[config.mk]
export PLATFORM = sky130hd
export DESIGN_NAME = cdr_rate_estimator
export DESIGN_NICKNAME = d
export VERILOG_FILES = /design/src/rtl/cdr_rate_estimator.sv
export SDC_FILE = /design/constraint.sdc
export NUM_CORES = 1
export LEC_CHECK = 0
export CORE_ASPECT_RATIO = 1.4
export CORE_MARGIN = 8
export CORE_UTILIZATION = 65
export CTS_CLUSTER_SIZE = 30
export DETAILED_ROUTE_END_ITERATION = 10
export DONT_BUFFER_PORTS = 1
export MAX_ROUTING_LAYER = met4
export PLACE_DENSITY = 0.81
export SLEW_MARGIN = 20
export SYNTH_ARGS = -nofsm -noshare
export SYNTH_HDL_FRONTEND = slang
export SYNTH_SLANG_ARGS = --single-unit
[constraint.sdc]
create_clock -name clk -period 4.67 [get_ports clk]
set_input_delay 0.467 -clock clk [delete_from_list [all_inputs] [get_ports clk]]
set_output_delay 0.467 -clock clk [all_outputs]
set_load 0.02 [all_outputs]
[src/rtl/cdr_rate_estimator.sv]
// cdr_rate_estimator
//   Measures the symbol period of the sliced bit stream during an alternating
//   1010... preamble. It averages 2^LOG2_NSYM symbol intervals and publishes
//   the mean period as a 10-bit integer divider plus a 22-bit fraction for the
//   CDR fractional clock generator.
//
// Ports
//   clk      in   fabric clock (only clock)
//   reset    in   synchronous, active-high
//   enable   in   estimation runs while high
//   data_in  in   asynchronous sliced bit stream
//   div      out  integer part of the symbol period, clk cycles
//   div_frac out  fractional part of the period x 2^22
//   new_data out  one-cycle strobe; div/div_frac change only in this cycle
//   locked   out  a valid estimate has been published since enable rose
//   err      out  one-cycle strobe on a rejected interval or timeout
//
// State table
//   IDLE    | enable low; outputs hold, locked cleared
//   ARM     | waiting for the reference edge
//   MEASURE | accumulating intervals against the first interval I0
//   PUBLISH | one cycle after the estimate is loaded; then re-arm
module cdr_rate_estimator #(
  parameter int LOG2_NSYM = 5,
  parameter int MIN_DIV   = 20,
  parameter int MAX_DIV   = 1023,
  parameter int TOL_SHIFT = 2
) (
  input  logic        clk,
  input  logic        reset,
  input  logic        enable,
  input  logic        data_in,
  output logic [9:0]  div,
  output logic [21:0] div_frac,
  output logic        new_data,
  output logic        locked,
  output logic        err
);

  localparam int TW = 10 + LOG2_NSYM + 1;
  localparam int EW = LOG2_NSYM + 1;
  localparam logic [10:0]   ICNT_SAT = 11'(MAX_DIV + 1);
  localparam logic [10:0]   MIN_I    = 11'(MIN_DIV);
  localparam logic [EW-1:0] LAST_E   = EW'((1 << LOG2_NSYM) - 1);

  typedef enum logic [1:0] {IDLE, ARM, MEASURE, PUBLISH} state_t;

  state_t        state_q;
  logic          s1_q, s2_q, s3_q;
  logic [10:0]   icnt_q, icnt_d;
  logic [TW-1:0] tot_q;
  logic [EW-1:0] ecnt_q;
  logic [10:0]   i0_q;
  logic [9:0]    div_q;
  logic [21:0]   div_frac_q;
  logic          new_data_q, locked_q, err_q;

  logic          edge_det;
  logic [TW-1:0] tot_sum;
  logic [10:0]   dev;
  logic [10:0]   tol;
  logic          out_of_tol;
  logic [9:0]    div_d;
  logic [21:0]   div_frac_d;

  assign edge_det = s2_q ^ s3_q;

  // Synchronizer plus a third stage for edge detection
  always_ff @(posedge clk) begin
    if (reset) begin
      s1_q <= 1'b0;
      s2_q <= 1'b0;
      s3_q <= 1'b0;
    end else begin
      s1_q <= data_in;
      s2_q <= s1_q;
      s3_q <= s2_q;
    end
  end

  // Interval counter: value at an edge is the cycle count since the previous edge
  always_comb begin
    icnt_d = icnt_q;
    if (edge_det)
      icnt_d = 11'd1;
    else if (icnt_q != ICNT_SAT)
      icnt_d = icnt_q + 11'd1;
  end

  always_ff @(posedge clk) begin
    if (reset) icnt_q <= '0;
    else       icnt_q <= icnt_d;
  end

  always_comb begin
    tot_sum    = tot_q + TW'(icnt_q);
    dev        = (icnt_q >= i0_q) ? (icnt_q - i0_q) : (i0_q - icnt_q);
    tol        = i0_q >> TOL_SHIFT;
    out_of_tol = (ecnt_q != '0) && (dev > tol);
    div_d      = tot_sum[LOG2_NSYM+9:LOG2_NSYM];
    // fraction bits left-justified into the 22-bit field
    div_frac_d = 22'(tot_sum[LOG2_NSYM-1:0]) << (22 - LOG2_NSYM);
  end

  always_ff @(posedge clk) begin
    if (reset) begin
      state_q    <= IDLE;
      tot_q      <= '0;
      ecnt_q     <= '0;
      i0_q       <= '0;
      div_q      <= '0;
      div_frac_q <= '0;
      new_data_q <= 1'b0;
      locked_q   <= 1'b0;
      err_q      <= 1'b0;
    end else begin
      new_data_q <= 1'b0;
      err_q      <= 1'b0;
      if (!enable) begin
        state_q  <= IDLE;
        locked_q <= 1'b0;
      end else begin
        case (state_q)
          IDLE: state_q <= ARM;
          ARM: begin
            if (edge_det) begin
              tot_q   <= '0;
              ecnt_q  <= '0;
              state_q <= MEASURE;
            end
          end
          MEASURE: begin
            if (edge_det) begin
              if (icnt_q < MIN_I) begin
                err_q   <= 1'b1;
                state_q <= ARM;
              end else if (out_of_tol) begin
                // this edge becomes the new reference
                err_q  <= 1'b1;
                tot_q  <= '0;
                ecnt_q <= '0;
              end else begin
                if (ecnt_q == '0) i0_q <= icnt_q;
                tot_q  <= tot_sum;
                ecnt_q <= ecnt_q + 1'b1;
                if (ecnt_q == LAST_E) begin
                  if (tot_sum[TW-1]) begin
                    err_q   <= 1'b1;
                    state_q <= ARM;
                  end else begin
                    div_q      <= div_d;
                    div_frac_q <= div_frac_d;
                    new_data_q <= 1'b1;
                    locked_q   <= 1'b1;
                    state_q    <= PUBLISH;
                  end
                end
              end
            end else if (icnt_q == ICNT_SAT) begin
              err_q   <= 1'b1;
              state_q <= ARM;
            end
          end
          PUBLISH: state_q <= ARM;
          default: state_q <= IDLE;
        endcase
      end
    end
  end

  assign div      = div_q;
  assign div_frac = div_frac_q;
  assign new_data = new_data_q;
  assign locked   = locked_q;
  assign err      = err_q;

endmodule

==> results.yml, run 1 <==
timing:
  grt_setup_unrepaired: "false"
  finClkSkew_ns: 0.00592
  finalSetupViolCount: 0
  max-slew-margin-rel: 0.458
  fin_crit_sh: 0.943
  finalMaxSlewViolations: 0
  clock.fmax_mhz: 227
  setup-tns-final_ns: 0
  min_period_ns: 4.40
  hold_violations: 0
  tightest_slew_ns: 0.793
synth:
  yosys_warnings: 0
  synth_edf_count: 0
  synthTopCellsByArea: "dfxtp_1 28%, ha_1 12%, nor2_1 5.6%"
  synthFlopType: "dfxtp_1"
  synthArstFlopShare: 0
  synth_top_area_cell: "dfxtp_1"
  ys_ff_latch: 67
  ys_seq_area_frac: 0.278
  postSynthCellCount: 585
  netlist.area_leader.share: 0.278
  netlist_area_sq_um: 4820
  avgSynthCellArea_sq_um: 8.24
  yosysUniqueCellTypes: 65
worst_setup_path:
  worst_path_largest_cell_delay_ns: 0.43
  crit_buf_inv: 5
  critPathLaunchType: "register"
  cpMostUsedCell: "buf_4"
  cpLargestDelayFamily: "compound AO/OA/AOI/OAI gates"
  slowest_stage: "dfxtp_1"
  critical_path_class: "reg -> reg"
  cp_data_arrival_time_ns: 4.64
  critPathRequiredTime_ns: 4.91
  worstPathMaxFanout: 15
  end_kind: "register"
  path_cells: "inv_1 > ha_1 > buf_4 > a211oi_2 > nor2_1 > nor3_4 > o21ai_4 > buf_4 > mux2_2 > a31oi_1 > o21ai_0 > xor2_1 > ha_1 > nand4_1 > nor2_1 > a22oi_1 > buf_4 > a21oi_4 > o21ai_2 > buf_12 > mux2_2"
clocking:
  clk-insertion-delay-late_ns: 0.35
  clk_pin_slew_worst_paths_ns: 0.07
  cts_max_path_buffers: 2
  cts_root_buf: "clkbuf_8"
  cts_tree: "built"
  h-tree-depth: 3
  hold_buffers: 0
  numCtsBuffers: 9
  cts_sinks: 67
floorplan:
  coreArea_sq_um: 7270
  ios: 39
  initial_core_util: 0.663
  die_h_um: 118
  die-area_sq_um: 10500
  die_x_um: 88.8
  num_rows: 37
final_layout:
  mostFrequentLayoutCell: "nor2_1"
  area_delta_synth_final_pct: 5.82
  drive_gt1_frac: 0.101
  diodes: 0
  nets: 644
  nFillCells: 608
  final_cell_mix: "72 x nor2_1, 67 x dfxtp_1, 45 x ha_1, 37 x a21oi_1, 34 x inv_1"
detailed_routing:
  ant_nets: 0
  wirelength_mm: 11.2
  vias_per_cell: 5.86
  avgRoutedWirePerCell_um: 16.2
  route.detailed.drc: 0
  num_vias: 4065
  first_pass_iters: 4
  drt_iter0_markers: 196
pwr:
  total_power_uw: 1250
  irDropWorstVdd_v: 0.000263
  powerDensity_nw_per_um2: 246
  p_leak_uw: 0.00217
global_route:
  grt_pass1_wl_mm: 18.7
  grt_max_degree: 50
  antenna_found_initial: 0
  grt_use_total: 0.229
  grt_pass1_vias: 3965
  gr-total-overflow: 0
place:
  gp_congestion: 0.999
  hpwl_mm: 8.70
  io_buffers: 0
job:
  cap_violations: 0
min_path:
  hold_path.class: "in -> reg"
status:
  status: "finished, final reports clean"
flip-flops by register name, summed over array words and instances, names as in the netlist:
name / count
tot_q: 16
i0_q: 11
icnt_q: 11
div: 10
ecnt_q: 6
div_frac: 5
state_q: 2
err: 1
locked: 1
new_data: 1
s1_q: 1
s2_q: 1
s3_q: 1
cell usage after synthesis, types with 9 or more instances:
cell	n
nand2b_1	20
clkbuf_1	12
mux2i_1	12
inv_1	34
nand2_1	32
ha_1	45
dfxtp_1	67
xor2_1	11
a21o_1	10
xnor2_1	21
nor2b_1	16
nor2_1	72
o21ai_0	31
buf_4	18
a21oi_1	37
nor3_1	11
nand3_1	9
cell type report:
cell class	instances	area [sq um]	share of cell area
Clock buffer	14	163	0.0319
Clock inverter	2	10.0	0.00196
Multi-Input combinational cell	461	3180	0.624
Tap cell	97	121	0.0238
Sequential cell	67	1340	0.263
Timing Repair Buffer	19	155	0.0304
Inverter	34	128	0.0250
through the flow:
stage	hold slack, ns	utilization	instances	setup WS, ns	instance area, sq um
4_1_cts	0.175	0.697	692	0.0572	5070
3_3_place_gp	0.417	0.673	676	0.292	4890
2_1_floorplan	0.414	-	601	0.585	4880
3_5_place_dp	0.422	0.673	676	0.106	4890
6_report	0.190	0.702	694	0.268	5100
5_1_grt	0.180	0.702	694	0.0272	5100
path summary, 6_finish.rpt:
path	slack, ns	from	cells past startpoint	endpoint
worst max-delay path	0.27	icnt_q[8]	21	div_frac[19]
worst min register to register	0.43	s1_q	1	s2_q
worst min-delay path	0.19	reset	1	i0_q[6]
worst max register to register	0.27	icnt_q[8]	21	div_frac[19]
timing repair:
action	CTS	global route
setup endpoints to repair	0	34
buffers inserted	0	1
resized for setup	0	4
report_power, final:
part | internal [uW] | switching (uW)
Combinational | 102 | 136
Sequential | 580 | 7.85
Clock | 221 | 207
routing by layer:
metal  global-route usage  routed length (um)  vias up
met5                    -                   0        -
met4                0.128                 406        0
met3               0.0440                 480       27
met2                0.389                5930       94
met1                0.236                4410     1915
li1                     -                   -     2029
cell families after synthesis:
group,count (synthesis),share of synthesized area
other,1,0.000778
AOI/OAI and AO/OA,146,0.202
muxes,22,0.0498
adders and majority gates,48,0.129
and+or+nand+nor,195,0.202
DFF,67,0.278
xor gates and xnor gates,32,0.0582
buffers and inverters,74,0.0794
No activity file was read; power rests on OpenSTA's default activity.
==> inputs of run 2 (changes only) <==
Settings changed: CORE_UTILIZATION 65 to 54, PLACE_DENSITY 0.81 to 0.69.
==> run 2 against run 1 <==
First-iteration DRC count up 3.6%. Count of clock-buffer cells in the layout down 3. Combinational power up 3%. Sequential power about the same. Clock power up 56%. Cell count up 2.0%. Worst setup slack better by 0.14 ns. Sequential share of layout area down 0.90 points. Register-to-register slack better by 0.14 ns. Via count down 0.59%. Critical path depth down 2. Final area up 3.7%. Critical path type unchanged.
==> results.yml, run 2 (synthesis gave the netlist of run 1 again) <==
worst_setup_path:
  path_cells: "inv_1 > ha_1 > nand4_1 > buf_4 > a21o_1 > o21ai_2 > buf_4 > mux2_2 > a31oi_1 > o21ai_0 > xor2_1 > ha_1 > nand4_1 > nor2_1 > a22oi_1 > buf_4 > a211oi_2 > nor2_1 > o21ai_0"
  worst_path_largest_cell_delay_ns: 0.53
  critPathRequiredTime_ns: 4.86
  cpLargestDelayFamily: "compound AO/OA/AOI/OAI gates"
  slowest_stage: "nor2_1"
  crit_buf_inv: 4
  critPathLaunchType: "register"
  cp_data_arrival_time_ns: 4.45
  critical_path_class: "reg -> reg"
  worstPathMaxFanout: 10
  cpMostUsedCell: "buf_4"
  end_kind: "register"
timing:
  max-slew-margin-rel: 0.438
  clock.fmax_mhz: 235
  min_period_ns: 4.26
  tightest_slew_ns: 0.841
  setup-tns-final_ns: 0
  finalMaxSlewViolations: 0
  hold_ws_ns: 0.210
  fin_crit_sh: 0.912
  finalSetupViolCount: 0
  finClkSkew_ns: 0.00323
  hold_violations: 0
  grt_setup_unrepaired: "false"
pwr:
  p_comb_frac: 0.162
  powerDensity_nw_per_um2: 284
  p_leak_uw: 0.00225
  p_sw_uw: 389
  switching_share: 0.259
  power_frac_seq: 0.392
  p_int_uw: 1110
  power_frac_clock: 0.446
  total_power_uw: 1500
  irDropWorstVdd_v: 0.000281
clocking:
  h-tree-depth: 3
  numCtsBuffers: 9
  cts_sinks: 67
  hold_buffers: 0
  cts_max_path_buffers: 2
  cts_root_buf: "clkbuf_16"
  cts_tree: "built"
  clk_pin_slew_worst_paths_ns: 0.05
  clk-insertion-delay-late_ns: 0.33
place:
  dp.cells: 690
  hpwl_mm: 9.14
  io_buffers: 0
  gp_congestion: 0.953
final_layout:
  final_cell_mix: "72 x nor2_1, 66 x dfxtp_1, 43 x ha_1, 37 x a21oi_1, 34 x inv_1"
  reg_top3: "tot_q x16, i0_q x11, icnt_q x11"
  fin_util: 0.599
  drive_gt1_frac: 0.113
  final_cell_count_no_fill: 708
  mostFrequentLayoutCell: "nor2_1"
  seq_area_sq_um: 1340
  area_delta_synth_final_pct: 9.68
  top_register: "tot_q"
  nets: 648
  multiInputGateArea_sq_um: 3180
  diodes: 0
  largest_register_ffs: 16
  nFillCells: 818
global_route:
  grt_pass1_vias: 4175
  met1_usage: 0.217
  grt_use_met3: 0.0469
  top_usage_layer: "met2"
  antenna_found_initial: 0
  grt_max_degree: 50
  grt_pass1_wl_mm: 19.7
  grt.met2_usage: 0.360
  grt_use_total: 0.210
  gr-total-overflow: 0
detailed_routing:
  first_pass_iters: 4
  wirelength_mm: 11.8
  drt_iter0_markers: 203
  ant_nets: 0
  vias_per_cell: 5.71
  avgRoutedWirePerCell_um: 16.7
  num_vias: 4041
  route.detailed.drc: 0
floorplan:
  die-area_sq_um: 12200
  die_h_um: 128
  coreArea_sq_um: 8820
  initial_core_util: 0.546
  ios: 39
  num_rows: 41
  die_x_um: 95.8
min_path:
  hold_path.class: "in -> reg"
status:
  status: "finished, final reports clean"
job:
  cap_violations: 0
## run 2: cell count changes in the layout (fill, tap and decap cells not counted), sizes merged
cell / delta
clkinv: +1
buf: +5
bufinv: +1
clkinvlp: +1
o21ai: -1
clkbuf: -3
## run 2: metrics by stage
step                instance area [sq um]  worst slack (ns)
floorplan                            4880             0.585
global placement                     4950             0.314
detailed placement                   4950             0.244
CTS                                  5240             0.212
global route                         5290            0.0289
finish                               5290             0.411
## run 2: cell type report
cell class	count	share of cell area
timing repair buffer	24	0.0388
multi-input combinational	460	0.602
tap	107	0.0253
clock buffer	11	0.0459
inverter	34	0.0241
sequential	67	0.254
clock inverter	5	0.00994
## run 2: final timing paths
kind,from,to,slack (ns),depth (start not counted)
max,i0_q[10],tot_q[4],0.41,19
min,reset,tot_q[3],0.21,1
max reg2reg,i0_q[10],tot_q[4],0.41,19
min reg2reg,s1_q,s2_q,0.45,1
## run 2: power groups by stage
stage                     sequential (uW)  combinational (uW)  clock [uW]
after floorplan                       601                 182           0
after global routing                  589                 270         709
after detailed placement              600                 234           0
after CTS                             588                 236         681
final                                 588                 244         669
after global placement                599                 230           0
## run 2: what timing repair did
action	in CTS	in global routing
setup endpoints to repair	0	34
resized for setup	0	6
buffers inserted	0	2
## run 2: layer usage
layer	wire length [um]	share of wire
met5	0	0
met4	432	0.037
met1	4680	0.40
met2	6200	0.52
met3	502	0.042
==> inputs of run 3 (changes only) <==
Settings changed: ABC_AREA set to 1.
==> run 3 against run 2 <==
Cell count increased by 21%. Critical path type unchanged. Sequential power decreased by 0.9%. Largest power group unchanged. Clock skew increased by 0.0026 ns. Via count rose by 10%. Register-to-register slack gained 0.09 ns. Worst setup slack better by 0.086 ns. Highest routed layer unchanged. Fmax rose by 2.1%.
==> results.yml, run 3 <==
synth:
  postSynthCellCount: 745
  yosys_warnings: 0
  netlist.area_leader.share: 0.277
  avgSynthCellArea_sq_um: 6.50
  ys_ff_latch: 67
  synthTopCellsByArea: "dfxtp_1 28%, nand2_1 17%, ha_1 12%"
  ys_seq_area_frac: 0.277
  synthMostInstantiatedCell: "nand2_1"
  netlist_area_sq_um: 4840
  synth_top_area_cell: "dfxtp_1"
  netlist_top_cells_count: "213 x nand2_1, 102 x inv_1, 97 x nor2_1"
  synthFlopType: "dfxtp_1"
  synthArstFlopShare: 0
  yosysUniqueCellTypes: 38
  synth_edf_count: 0
min_path:
  min_path_cells: 1
  hold_path.class: "in -> reg"
  min_to: "ecnt_q[3]"
  holdCritStartpoint: "reset"
timing:
  tightest_slew_ns: 1.01
  finalMaxSlewViolations: 0
  fin_crit_sh: 0.894
  setup_slack_ns: 0.497
  finalSetupViolCount: 0
  max-slew-margin-rel: 0.323
  hold_violations: 0
  grt_setup_unrepaired: "false"
  clock.fmax_mhz: 240
  min_period_ns: 4.17
  setup-tns-final_ns: 0
  finClkSkew_ns: 0.00580
floorplan:
  die_x_um: 96.0
  ios: 39
  num_rows: 41
  coreArea_sq_um: 8870
  die_h_um: 128
  initial_core_util: 0.546
  die-area_sq_um: 12300
worst_setup_path:
  critPathLaunchType: "register"
  worstPathMaxFanout: 29
  cp_data_arrival_time_ns: 4.39
  r2r_slack_ns: 0.50
  critical_path_class: "reg -> reg"
  end_kind: "register"
  cpMostUsedCell: "nand2_1"
  critPathRequiredTime_ns: 4.89
  crit-reg2reg-capture: "div_frac[17]"
  slowest_stage: "dfxtp_1"
  reg2regPathDepth: 26
  worst_path_largest_cell_delay_ns: 0.56
  r2r-start: "icnt_q[1]"
final_layout:
  nets: 796
  mostFrequentLayoutCell: "nand2_1"
  drive_gt1_frac: 0.0481
  final_cell_mix: "213 x nand2_1, 102 x inv_1, 97 x nor2_1, 67 x dfxtp_1, 56 x a21oi_1"
  diodes: 0
  nFillCells: 896
  reg_top3: "tot_q x16, i0_q x11, icnt_q x11"
  largest_register_ffs: 16
  area_delta_synth_final_pct: 6.43
  top_register: "tot_q"
global_route:
  grt_pass1_wl_mm: 19.8
  grt_pass1_vias: 4253
  top_usage_layer: "met2"
  grt_max_degree: 30
  gr-total-overflow: 0
  grt.met2_usage: 0.392
  met1_usage: 0.200
  grt_use_met3: 0.0334
  antenna_found_initial: 0
  grt_use_total: 0.213
detailed_routing:
  num_vias: 4465
  ant_nets: 0
  vias_per_cell: 5.22
  avgRoutedWirePerCell_um: 14.4
  wirelength_mm: 12.3
  drt_iter0_markers: 305
  first_pass_iters: 4
  route.detailed.drc: 0
clocking:
  numCtsBuffers: 9
  cts_resized: 0
  cts_sinks: 67
  clk-insertion-delay-late_ns: 0.33
  cts_tree: "built"
  h-tree-depth: 3
  hold_buffers: 0
  clk_pin_slew_worst_paths_ns: 0.05
  cts_root_buf: "clkbuf_16"
  cts_setup_buffers: 0
  cts_max_path_buffers: 2
job:
  cap_violations: 0
pwr:
  switching_share: 0.263
  power_frac_seq: 0.410
  p_comb_frac: 0.131
  p_leak_uw: 0.00270
  power_frac_clock: 0.459
  p_sw_uw: 374
  powerDensity_nw_per_um2: 276
  p_int_uw: 1050
  irDropWorstVdd_v: 0.000290
status:
  status: "finished, final reports clean"
place:
  gp_congestion: 0.945
  hpwl_mm: 9.74
  io_buffers: 0
  pre_cts_ws_ns: 0.444
==> run 3: changes by cell type in the layout (fill, tap and decap cells not counted), sizes merged, moves of 12 or more <==
cell | before | now
a21oi | 38 | 56
buf | 24 | 5
nor2b | 16 | 0
nor2 | 72 | 100
o21ai | 39 | 18
inv | 34 | 106
nand3 | 9 | 27
xnor2 | 21 | 9
nand2b | 20 | 1
nand2 | 32 | 217
==> run 3: area by class of cell <==
class                   count  area [sq um]  area share
clock buffers              10           229      0.0444
clock inverters             5          55.1      0.0107
inverters                 106           398      0.0772
multi-input cells         555          2960       0.574
flip-flops and latches     67          1340       0.260
well taps                 107           134      0.0260
repair buffers              5          37.5     0.00728
==> run 3: worst max-delay path, delay by kind of cell (launching register included) <==
| family | cells | cell delay [ns] |
|---|---|---|
| buf+inv | 4 | 0.79 |
| simple gates | 15 | 1.17 |
| flops | 1 | 0.56 |
| xor+xnor | 1 | 0.13 |
| mux | 1 | 0.21 |
| compound gates | 3 | 0.54 |
| fa+ha+maj | 2 | 0.65 |
==> run 3: how the worst max path moves through the flow <==
stage	cells after the start	start	endpoint
after floorplan	27	icnt_q[2]	ecnt_q[3]
after global placement	26	icnt_q[1]	div_frac[17]
after detailed placement	26	icnt_q[1]	div[9]
after CTS	26	icnt_q[1]	div[9]
after global routing	26	icnt_q[1]	div[3]
final	26	icnt_q[1]	div_frac[17]
==> run 3: per-stage QoR <==
stage / hold slack, ns / instances / utilization / power, uW / area (sq um)
after global placement: 0.392 / 840 / 0.549 / 780 / 4870
after global routing: 0.187 / 855 / 0.581 / 1480 / 5150
after CTS: 0.192 / 855 / 0.581 / 1430 / 5150
after detailed placement: 0.396 / 840 / 0.549 / 782 / 4870
after floorplan: 0.388 / 761 / - / 752 / 4900
final: 0.199 / 855 / 0.581 / 1420 / 5150
==> run 3: cells by family (layout without fill, tap and decap cells) <==
group	after synthesis	after routing	share of synthesized area
other	1	17	0.000774
buffers and inverters	139	126	0.124
DFF	67	67	0.277
muxes	1	1	0.00207
xor gates and xnor gates	26	26	0.0470
and+or+nand+nor	372	372	0.316
adders and majority gates	48	48	0.129
AOI/OAI and AO/OA	91	91	0.104
==> run 3: layer usage <==
metal / wire length, um / up-vias / share of wire
met3: 396 / 35 / 0.032
met5: 0 / - / 0
met2: 6750 / 97 / 0.55
li1: - / 2302 / -
met1: 4670 / 2031 / 0.38
met4: 509 / 0 / 0.041
==> run 3: power by group through the flow <==
stage	Clock [uW]	Combinational, uW	Sequential (uW)
after floorplan	0	159	593
after global placement	0	185	595
after detailed placement	0	186	596
after CTS	663	187	583
after global routing	684	212	583
final	653	187	583
